$ cat config.mk
export PLATFORM = sky130hd
export DESIGN_NAME = cache_mem_ctrl
export DESIGN_NICKNAME = d
export VERILOG_FILES = /design/src/rtl/cache_mem_ctrl.sv
export SDC_FILE = /design/constraint.sdc
export NUM_CORES = 1
export LEC_CHECK = 0
export ABC_CLOCK_PERIOD_IN_PS = 3800
export CORE_AREA = 4 4 101 103
export CTS_CLUSTER_DIAMETER = 150
export DETAILED_ROUTE_END_ITERATION = 10
export DIE_AREA = 0 0 105 107
export PLACE_DENSITY = 0.72
export RECOVER_POWER = 50
export SETUP_SLACK_MARGIN = 0.4
export SYNTH_ARGS = -nofsm -noshare
export SYNTH_HDL_FRONTEND = slang
export SYNTH_SLANG_ARGS = --single-unit
export TNS_END_PERCENT = 5
$ cat constraint.sdc
create_clock -name CLK -period 3.8 [get_ports CLK]
set_input_delay 0.76 -clock CLK [delete_from_list [all_inputs] [get_ports CLK]]
set_output_delay 0.76 -clock CLK [all_outputs]
set_load 0.02 [all_outputs]
$ cat src/rtl/cache_mem_ctrl.sv
// cache_mem_ctrl: responder end of the cache-to-memory interface.
// Serves word requests from the dcache (read/write) and the icache (read)
// over one single-ported RAM. The dcache normally wins arbitration, but the
// icache is forced through after STARVE_MAX back-to-back data grants. A RAM
// access that sees neither ACCESS nor ERROR within TIMEOUT cycles is aborted,
// and the waiting cache receives ERR_WORD.
//
// Ports
//   CLK, nRST                  clock, asynchronous active-low reset
//   dREN, dWEN, daddr, dstore  dcache request (both strobes set = write)
//   dwait, dload               dcache completion (dwait low one cycle) and data
//   iREN, iaddr                icache fetch request
//   iwait, iload               icache completion (iwait low one cycle) and data
//   ramREN, ramWEN, ramaddr,
//   ramstore                   RAM request
//   ramstate, ramload          RAM status (0 FREE, 1 BUSY, 2 ACCESS, 3 ERROR), data
//   ccerr                      one-cycle pulse on RAM timeout or RAM error
//
// state | meaning
// ------+------------------------------------------------------------
// IDLE  | no access in flight; arbitration point between every word
// DACC  | dcache word on the RAM, waiting for ACCESS
// IACC  | icache word on the RAM, waiting for ACCESS
// ERR   | one-cycle error completion to the requester recorded in err_dsrc

module cache_mem_ctrl #(
   parameter int unsigned TIMEOUT    = 16,
   parameter int unsigned STARVE_MAX = 4,
   parameter logic [31:0] ERR_WORD   = 32'hBAD1BAD1
) (
   input  logic        CLK,
   input  logic        nRST,
   input  logic        dREN,
   input  logic        dWEN,
   input  logic [31:0] daddr,
   input  logic [31:0] dstore,
   output logic        dwait,
   output logic [31:0] dload,
   input  logic        iREN,
   input  logic [31:0] iaddr,
   output logic        iwait,
   output logic [31:0] iload,
   output logic        ramREN,
   output logic        ramWEN,
   output logic [31:0] ramaddr,
   output logic [31:0] ramstore,
   input  logic [1:0]  ramstate,
   input  logic [31:0] ramload,
   output logic        ccerr
);

   localparam int TW = $clog2(TIMEOUT + 1);
   localparam int SW = $clog2(STARVE_MAX + 1);
   localparam logic [TW-1:0] TCNT_LAST  = TW'(TIMEOUT - 1);
   localparam logic [SW-1:0] STARVE_TOP = SW'(STARVE_MAX);
   localparam logic [1:0]    RAM_ACCESS = 2'd2;
   localparam logic [1:0]    RAM_ERROR  = 2'd3;

   typedef enum logic [1:0] {IDLE, DACC, IACC, ERR} state_t;

   state_t        state, next_state;
   logic [TW-1:0] tcnt, next_tcnt;
   logic [SW-1:0] starve_cnt, next_starve;
   logic          err_dsrc, next_err_dsrc;
   logic          dreq;

   assign dreq = dREN | dWEN;

   always_ff @(posedge CLK or negedge nRST) begin
      if (!nRST) begin
         state      <= IDLE;
         tcnt       <= '0;
         starve_cnt <= '0;
         err_dsrc   <= 1'b0;
      end else begin
         state      <= next_state;
         tcnt       <= next_tcnt;
         starve_cnt <= next_starve;
         err_dsrc   <= next_err_dsrc;
      end
   end

   always_comb begin
      next_state    = state;
      next_tcnt     = tcnt;
      next_starve   = starve_cnt;
      next_err_dsrc = err_dsrc;
      dwait         = 1'b1;
      dload         = '0;
      iwait         = 1'b1;
      iload         = '0;
      ramREN        = 1'b0;
      ramWEN        = 1'b0;
      ramaddr       = '0;
      ramstore      = '0;
      ccerr         = 1'b0;

      case (state)
         IDLE: begin
            next_tcnt = '0;
            if (!iREN)
               next_starve = '0;
            if (iREN && starve_cnt == STARVE_TOP)
               next_state = IACC;
            else if (dreq)
               next_state = DACC;
            else if (iREN)
               next_state = IACC;
         end

         DACC: begin
            // A requester that lets go abandons the word silently.
            if (!dreq) begin
               next_state = IDLE;
            end else begin
               ramaddr  = daddr;
               ramstore = dstore;
               ramWEN   = dWEN;
               ramREN   = dREN & ~dWEN;
               if (ramstate == RAM_ACCESS) begin
                  dwait      = 1'b0;
                  dload      = dWEN ? '0 : ramload;
                  next_state = IDLE;
                  if (iREN && starve_cnt != STARVE_TOP)
                     next_starve = starve_cnt + 1'b1;
               end else if (ramstate == RAM_ERROR || tcnt == TCNT_LAST) begin
                  next_state    = ERR;
                  next_err_dsrc = 1'b1;
               end else begin
                  next_tcnt = tcnt + 1'b1;
               end
            end
         end

         IACC: begin
            if (!iREN) begin
               next_state = IDLE;
            end else begin
               ramaddr = iaddr;
               ramREN  = 1'b1;
               if (ramstate == RAM_ACCESS) begin
                  iwait       = 1'b0;
                  iload       = ramload;
                  next_state  = IDLE;
                  next_starve = '0;
               end else if (ramstate == RAM_ERROR || tcnt == TCNT_LAST) begin
                  next_state    = ERR;
                  next_err_dsrc = 1'b0;
               end else begin
                  next_tcnt = tcnt + 1'b1;
               end
            end
         end

         ERR: begin
            ccerr      = 1'b1;
            next_state = IDLE;
            if (err_dsrc) begin
               dwait = 1'b0;
               dload = ERR_WORD;
            end else begin
               // A failed fetch still counts as the icache having had its turn.
               iwait       = 1'b0;
               iload       = ERR_WORD;
               next_starve = '0;
            end
         end

         default: next_state = IDLE;
      endcase
   end

endmodule

==> flow_summary_export.csv <==
group,metric,value,unit
timing,skew,5.76,ps
place,portBuffers,267,
route,drt-total-wl,11700,µm
yosys,ys_ff_latch,11,
timing,hold_violations,0,
yosys,synthesis.nets,464,
global_route,antenna_found_initial,0,
critical_path,cp_num_buf_inv,3,
clock_tree,cts_root_buf,"clkbuf_8",
critical_path,start_kind,"input pin",
critical_path,required,3040,ps
route,viasPerCell,4.73,
timing,tightest_slew,1500,ps
yosys,synth.top_cell.area_share,13.6,%
pwr,power_density,445,nW/µm²
layout,final_cell_mix,"209 x clkdlybuf4s50_1, 58 x nand2_1, 51 x dlygate4sd3_1",
pwr,sw_frac_of_total,49.5,%
yosys,yosys.area.top_type,"dfrtp_1",
floorplanning,die_h,107,µm
timing,layout_setup_ws,200,ps
critical_path,worst-path-stages,7,
clock_tree,hold_buffers,0,
global_route,grt_max_degree,65,
yosys,synth_edf_count,0,
route,drcViolationCount,0,
pwr,power_frac_clock,5.6,%
route,vias,3223,
timing,fin_crit_sh,94.7,%
critical_path,cpPeakStageDelay,620,ps
critical_path,path_cells,"dlygate4sd3_1 > nand3b_1 > buf_4 > nor2_2 > nand2_1 > nand2_1 > clkdlybuf4s50_1",
place,finalWeightedCongestion,0.858,
clock_tree,max-clock-path-buffers,2,
timing,fin_crit,3600,ps
pwr,p_leak,1.98,nW
critical_path,worstPathArrival,2840,ps
timing,maxSlewHeadroom,-0.0184,%
route,drt-pass1-iter-count,4,
route,drt_iter0_drc,185,
route,avgRoutedWirePerCell,17.1,µm
floorplanning,rows,35,
floorplanning,core_area,9200,µm²
critical_path,worstRegToRegCells,7,
floorplanning,dieArea,11200,µm²
clock_tree,cts_made_buffers,3,
layout,fillers,885,
route,ant_nets,0,
yosys,yosysWarnings,0,
clock_tree,cts_tree,"yes",
global_route,grt_overflow,0,
run,maxCapViolCount,1,
yosys,syn_inst,320,
hold_path,hp-class,"register to register",
clock_tree,clk_pin_slew,50,ps
pwr,seq_power_share,8.8,%
pwr,switchingPower,1.07,mW
yosys,ys_seq_area_share,13.6,%
timing,maxSlewViolCount,1,
clock_tree,htreeDepth,1,
global_route,grt_pass1_vias,3184,
place,dp_slack,196,ps
layout,nets,716,
critical_path,cp_common_cell,"nand2_1",
clock_tree,clk_latency,240,ps
critical_path,crit_type,"input pin to output port",
yosys,ys_types,38,
floorplanning,start_util,22.1,%
timing,setup_violations,0,
timing,clock.fmax,278,MHz
pwr,internal-power,1.09,mW
layout,insertedDiodeCount,0,
hold_path,hold_depth,1,
global_route,grt_first_pass_wirelength,17400,µm
critical_path,cp_top_family,"buffers and inverters",
outcome,status,"complete, but fails checks",
floorplanning,io_pins,268,
floorplanning,dieWidth,105,µm
yosys,synth_ff_type,"dfrtp_1",
layout,drive_above_1_share,3.15,%
timing,holdWs,553,ps
critical_path,slowest_stage,"clkdlybuf4s50_1",
yosys,postSynthAreaPerCell,6.35,µm²
pwr,p_comb_share,85.7,%
timing,rsz0062_at_grt,"yes",
clock_tree,clkSinkCount,11,
global_route,grt_use_total,19.0,%
place,dp_hpwl,9730,µm
layout,synthToLayoutAreaGrowth,138,%
yosys,syn_area,2030,µm²
outcome,violations,"capacitance limit, slew limit",
yosys,synthArstFlopShare,100,%
layout,final_common_cell,"clkdlybuf4s50_1",
timing,setup_tns,0,ps
clock_tree,post-cts-setup-buffer-count,0,
critical_path,endpoint_kind,"output port",
critical_path,path_max_fanout,27,
clock_tree,cts_resized,2,
yosys,synth_area_leaders,"dfrtp_1 14%, a22oi_1 12%, and2_1 11%",
pwr,ir_drop,0.190,mV
-- kinds of logic after synthesis --
kind of cell,count (synthesis),synth area share (%)
AOI/OAI and AO/OA,84,28.1
adders and majority gates,9,5.55
buffers and inverters,36,7.15
DFF,11,13.6
muxes,1,0.493
and+or+nand+nor,179,45.2
-- flip-flops by register name, indices dropped and copies added, names as in the netlist --
name	flops
err_dsrc	1
starve_cnt	3
state	2
tcnt	5
-- final timing paths --
check | from | end | slack, ps
min reg2reg | state[1] | state[1] | 550
max reg2reg | state[0] | tcnt[3] | 450
min in group asynchronous | nRST | starve_cnt[1] | 930
max | dWEN | dload[16] | 200
min | state[1] | state[1] | 550
max in group asynchronous | nRST | state[0] | 2520
-- cell usage after synthesis (2+ instances only) --
cell type / number
a21oi_1: 5
nand4_1: 4
nand3b_1: 3
buf_2: 8
nor2_1: 29
o221ai_1: 3
ha_1: 9
a211oi_1: 2
nand2b_1: 2
nand3_1: 4
and2_1: 35
nor2b_1: 35
o21ai_0: 32
a22oi_1: 32
and3_1: 2
nand2_1: 58
buf_1: 3
inv_1: 8
dfrtp_1: 11
clkbuf_1: 17
-- stage by stage --
step           util [%]  cell area (µm²)  power [mW]  cells
2_1_floorplan         -             2030        1.22    320
3_3_place_gp       52.4             4820        2.09    678
3_5_place_dp       52.4             4820        2.12    678
4_1_cts            52.9             4870        2.25    682
5_1_grt            52.6             4840        2.30    682
6_report           52.6             4840        2.15    682
-- cell type report --
cell class	count	area, µm²	share of cell area, %
Clock buffer	4	45.0	0.931
Inverter	8	30.0	0.620
Sequential cell	11	275	5.69
Timing Repair Buffer	275	2740	56.6
Tap cell	111	139	2.87
Multi-Input combinational cell	273	1610	33.2
-- power groups by stage --
stage	Sequential, mW	Combinational (mW)	Clock, mW
6_report	0.189	1.84	0.120
5_1_grt	0.195	1.97	0.131
4_1_cts	0.188	1.94	0.123
3_5_place_dp	0.189	1.93	0
3_3_place_gp	0.185	1.91	0
2_1_floorplan	0.181	1.04	0
-- layer usage --
layer	vias to the layer above	track usage (%)	part of all wire, %
li1	1596	-	-
met5	-	0	0
met3	13	4.09	6.4
met2	141	38.2	55
met4	0	3.75	1.5
met1	1473	20.3	37
Note: power is estimated with default switching activity, not from simulation.
